## src/rtl/id_ex_pipe_stage.sv

```systemverilog
// ID/EX valid/ready stage: registered output slot backed by an in-order skid FIFO.
// Optional stall/flush statistics counters are built when ID_EX_STAGE_STATS_EN is defined.
module id_ex_pipe_stage #(
  parameter int              WIDTH      = 32,
  parameter int              SKID_DEPTH = 2,
  parameter logic [WIDTH-1:0] BUBBLE_VAL = {WIDTH{1'b0}},
  parameter int              OCC_W      = $clog2(SKID_DEPTH + 2)
) (
  input  logic             clk,
  input  logic             rst,
  input  logic             flush,
  input  logic             in_valid,
  output logic             in_ready,
  input  logic [WIDTH-1:0] in_data,
  output logic             out_valid,
  input  logic             out_ready,
  output logic [WIDTH-1:0] out_data,
  output logic [OCC_W-1:0] occupancy
`ifdef ID_EX_STAGE_STATS_EN
  ,
  output logic [15:0]      stall_cnt,
  output logic [15:0]      flush_cnt
`endif
);

  localparam int PTR_W = (SKID_DEPTH > 1) ? $clog2(SKID_DEPTH) : 1;
  localparam int CNT_W = $clog2(SKID_DEPTH + 1);
  localparam logic [PTR_W-1:0] LAST_PTR = PTR_W'(SKID_DEPTH - 1);
  localparam logic [CNT_W-1:0] FULL_CNT = CNT_W'(SKID_DEPTH);

  logic [WIDTH-1:0] skid_mem [SKID_DEPTH];
  logic [PTR_W-1:0] rd_ptr, wr_ptr, rd_ptr_d, wr_ptr_d;
  logic [CNT_W-1:0] skid_cnt, skid_cnt_d;
  logic             out_valid_d;
  logic [WIDTH-1:0] out_data_d;
  logic [OCC_W-1:0] occ_d;

  logic skid_full, skid_empty;
  logic accept, consume, slot_free;
  logic pop, push, bypass;

  // Non-power-of-two depths need an explicit wrap back to zero.
  function automatic logic [PTR_W-1:0] ptr_inc(input logic [PTR_W-1:0] p);
    return (p == LAST_PTR) ? '0 : p + PTR_W'(1);
  endfunction

  always_comb begin
    skid_full  = (skid_cnt == FULL_CNT);
    skid_empty = (skid_cnt == '0);
    in_ready   = !skid_full;
    accept     = in_valid & in_ready;
    consume    = out_valid & out_ready;
    slot_free  = !out_valid | consume;
    pop        = slot_free & !skid_empty;
    bypass     = slot_free & skid_empty & accept;
    push       = accept & !bypass;
  end

  always_comb begin
    out_valid_d = out_valid;
    out_data_d  = out_data;
    skid_cnt_d  = skid_cnt;
    rd_ptr_d    = rd_ptr;
    wr_ptr_d    = wr_ptr;

    if (slot_free) begin
      if (pop) begin
        out_valid_d = 1'b1;
        out_data_d  = skid_mem[rd_ptr];
      end else if (accept) begin
        out_valid_d = 1'b1;
        out_data_d  = in_data;
      end else begin
        out_valid_d = 1'b0;
        out_data_d  = BUBBLE_VAL;
      end
    end

    if (push && !pop) skid_cnt_d = skid_cnt + CNT_W'(1);
    else if (pop && !push) skid_cnt_d = skid_cnt - CNT_W'(1);
    if (pop)  rd_ptr_d = ptr_inc(rd_ptr);
    if (push) wr_ptr_d = ptr_inc(wr_ptr);

    // Squash overrides every load, push and pop decided above.
    if (flush) begin
      out_valid_d = 1'b0;
      out_data_d  = BUBBLE_VAL;
      skid_cnt_d  = '0;
      rd_ptr_d    = '0;
      wr_ptr_d    = '0;
    end

    occ_d = OCC_W'(skid_cnt_d) + OCC_W'(out_valid_d);
  end

  always_ff @(posedge clk or negedge rst) begin
    if (!rst) begin
      out_valid <= 1'b0;
      out_data  <= BUBBLE_VAL;
      skid_cnt  <= '0;
      rd_ptr    <= '0;
      wr_ptr    <= '0;
      occupancy <= '0;
    end else begin
      out_valid <= out_valid_d;
      out_data  <= out_data_d;
      skid_cnt  <= skid_cnt_d;
      rd_ptr    <= rd_ptr_d;
      wr_ptr    <= wr_ptr_d;
      occupancy <= occ_d;
    end
  end

  always_ff @(posedge clk) begin
    if (push && !flush) skid_mem[wr_ptr] <= in_data;
  end

`ifdef ID_EX_STAGE_STATS_EN
  always_ff @(posedge clk or negedge rst) begin
    if (!rst) begin
      stall_cnt <= '0;
      flush_cnt <= '0;
    end else begin
      if (out_valid && !out_ready && stall_cnt != 16'hFFFF) stall_cnt <= stall_cnt + 16'd1;
      if (flush && flush_cnt != 16'hFFFF) flush_cnt <= flush_cnt + 16'd1;
    end
  end
`else
  // Statistics counters are not built in this configuration.
`endif

endmodule

```

## config.mk

```make
export PLATFORM = sky130hd
export DESIGN_NAME = id_ex_pipe_stage
export DESIGN_NICKNAME = d
export VERILOG_FILES = /design/src/rtl/id_ex_pipe_stage.sv
export SDC_FILE = /design/constraint.sdc
export NUM_CORES = 1
export LEC_CHECK = 0
export BUFFER_PORTS_ARGS = -buffer_cell sky130_fd_sc_hd__buf_2
export CORE_ASPECT_RATIO = 1.2
export CORE_MARGIN = 8
export CORE_UTILIZATION = 42
export CTS_BUF_LIST = sky130_fd_sc_hd__clkbuf_4 sky130_fd_sc_hd__clkbuf_8 sky130_fd_sc_hd__clkbuf_16
export DETAILED_ROUTE_END_ITERATION = 12
export SYNTH_ARGS = -nofsm -noshare
export SYNTH_HDL_FRONTEND = slang
export SYNTH_SLANG_ARGS = --single-unit
```

## constraint.sdc

```tcl
create_clock -name clk -period 8.4 [get_ports clk]
set_input_delay 0 -clock clk [delete_from_list [all_inputs] [get_ports clk]]
set_output_delay 0 -clock clk [all_outputs]
set_load 0.03 [all_outputs]
```

==> key figures <==
Final layout
  • Area growth syn-to-layout: 26.3%
  • Most common cell after layout, fill and taps aside: buf_2
  • Core Util, Final: a little over half
  • Most frequent cells in the layout: 72 x buf_2, 66 x a21oi_1, 64 x edfxtp_1
  • Nets: about 460
  • Share of cells above drive strength 1: 23.3%
  • ANT cells: 0

STA
  • RSZ-0062 raised after global routing: false
  • Setup TNS Final: 0 ps
  • Fin. max-slew vios: 0
  • Tcrit/Tclk final: between 20% and 30%
  • Final hold violations: 0
  • Crit path time final: around 2400 ps
  • Slew HR: 32.0%
  • Fmax: 408 MHz
  • Worst slew pin tran: 1020 ps
  • Final Skew: approximately 5.4 ps
  • Setup violations, final: 0

Critical path
  • R2r endpoint: out_data[6]
  • Worst-path fanout max: 40
  • Launch point of the worst path: skid_cnt[1]
  • Crit path required time: a little under 9000 ps
  • CP cell instances: inv_1 > ha_1 > buf_4 > inv_1 > nor2_2 > buf_4 > a21oi_1 > a21oi_1
  • R2R setup slack: 5950 ps
  • WS Path Type: reg2reg
  • CP Launch Type: register
  • Endpoint class of the critical path: register
  • Slowest stage cell, crit path: nor2_2
  • Largest stage delay, worst path: approximately 600 ps
  • Reg-to-Reg Start: skid_cnt[1]
  • R2r worst-path depth: 8
  • CP arrival: roughly 2700 ps

Die
  • Initial Util: between 40% and 50%
  • Die height: about 130 um
  • # IOs: 73
  • Core area: between 9000 and 10000 um^2
  • Row cnt: 40
  • Die area: roughly 13000 um^2
  • Die X: ~110 um

Clock network
  • Clk sink count: 103
  • Htree depth: 3
  • Worst-Skew Late Latency: between 300 and 400 ps
  • CTS Buf Count: 9
  • Post-CTS Resized: 0
  • Clock root buffer: clkbuf_16
  • Setup Buffers After CTS: 0
  • CTS tree: built
  • Clock buffer depth: 2
  • Post-CTS Hold Fix Bufs: 34
  • Worst-path clk slew: 60 ps

Pwr
  • Pleak: 2.11 nW
  • Power per Cell Area: ~310 nW/um^2
  • Peak supply drop: 0.162 mV

Global route
  • Initial antenna violation count: 0
  • First-pass GRT wire length: approximately 15000 um
  • Global route total overflow: 0
  • Number of global-route vias before repair: just under 3k
  • GRT Util Overall: 14.1%
  • Largest net degree at the start of global routing: 73

Yosys
  • YS warnings: 0
  • Post-Syn Area: ~4200 um^2
  • Post-synthesis net count: 360
  • Yosys cell types: 28
  • Post-Syn Instances: 320
  • Sequential area share after synthesis: 69.3%
  • Number of synthesized flops with an enable pin: between 60 and 70
  • Dominant synthesized flop cell: edfxtp_1
  • Average cell area after synthesis: around 13 um^2
  • Synth Register Bits: just over 100
  • Asr flop ratio synth: a little under two fifths

Route
  • DR vias/cell: 5.13
  • Pre-antenna DRT Iters: 4
  • Detail Route Antenna Nets: 0
  • Via count: about 2.8k
  • Final WL: 9140 um
  • Drc violations: 0
  • Initial drt markers: between 90 and 100
  • Drt wl/cell: ~17 um

Status
  • Run status: complete, no violations

Worst hold path
  • Hold path start: out_ready
  • Worst hold path endpoint: rd_ptr
  • Worst hold path type: in2reg
  • WHS Path Cells: 4

Run
  • Max-cap violation count: 0

Place
  • Global placer's final weighted congestion: slightly above 0.7
  • DP Wirelength: 5760 um
  • Port bufs: just over 70
==> per-layer routing <==
layer  up-vias  part of all wire, %  GRT usage (%)
met5         -                    0              0
met2        55                   50           23.1
li1       1370                    -              -
met3        12                  3.7           3.03
met4         0                  1.9           6.97
met1      1383                   45           17.2
==> critical path: cells and delay by family (launching register included) <==
family / cells / cell delay [ps]
DFF: 1 / 410
buffers and inverters: 4 / 960
AOI/OAI and AO/OA: 2 / 250
and+or+nand+nor: 1 / 590
adders and majority gates: 1 / 130
==> cell usage after synthesis, types with 2 or more instances <==
cell	count	area (um^2)
a21oi_1	66	330
edfxtp_1	64	1920
dfrtp_1	39	976
nor2_1	35	131
o21ai_0	34	170
mux2i_1	33	330
clkbuf_1	10	37.5
buf_4	6	45.0
inv_1	6	22.5
buf_2	5	25.0
ha_1	3	37.5
a2111oi_0	2	17.5
buf_1	2	7.51
==> how the worst max path moves through the flow <==
stage,to,slack [ps],depth (start not counted)
2_1_floorplan,skid_mem[0][0],1780,4
3_3_place_gp,out_data[5],6060,8
3_5_place_dp,out_data[6],5940,8
4_1_cts,out_data[6],5930,8
5_1_grt,out_data[8],5680,8
6_report,out_data[6],5950,8
==> report_power, final <==
part | total, mW | switching, mW | internal (mW)
clock | 0.432 | 0.173 | 0.259
combinational | 0.515 | 0.330 | 0.184
sequential | 0.699 | 0.0729 | 0.626
total | 1.65 | 0.577 | 1.07
==> stage by stage <==
step           std cells  hold slack (ps)  instance area [um^2]  power, mW  worst slack [ps]
2_1_floorplan        320             -296                  4180       1.08              1780
3_3_place_gp         500              189                  4630       1.21              6060
3_5_place_dp         500              209                  4630       1.22              5940
4_1_cts              550              175                  5280       1.67              5930
5_1_grt              550              226                  5280       1.73              5680
6_report             550              199                  5280       1.65              5950
==> final cells by class <==
cell class	instances	area, um^2
Sequential cell	103	2900
Multi-Input combinational cell	187	1140
Fill cell	862	4580
Clock buffer	9	225
Tap cell	126	158
Clock inverter	7	87.6
Inverter	6	22.5
Timing Repair Buffer	112	746
==> state kept, by name, indices dropped and copies added, names as in the netlist <==
| signal | count |
|---|---|
| occupancy | 2 |
| out_data | 32 |
| out_valid | 1 |
| rd_ptr | 1 |
| skid_cnt | 2 |
| skid_mem | 64 |
| wr_ptr | 1 |
==> kinds of logic after synthesis <==
kind of cell    share of synthesized area, %
fa+ha+maj                              0.898
xor+xnor                               0.419
mux                                     7.90
buf+inv                                 3.65
compound gates                          13.1
simple gates                            4.70
flops                                   69.3
No activity file was read; power rests on OpenSTA's default activity.
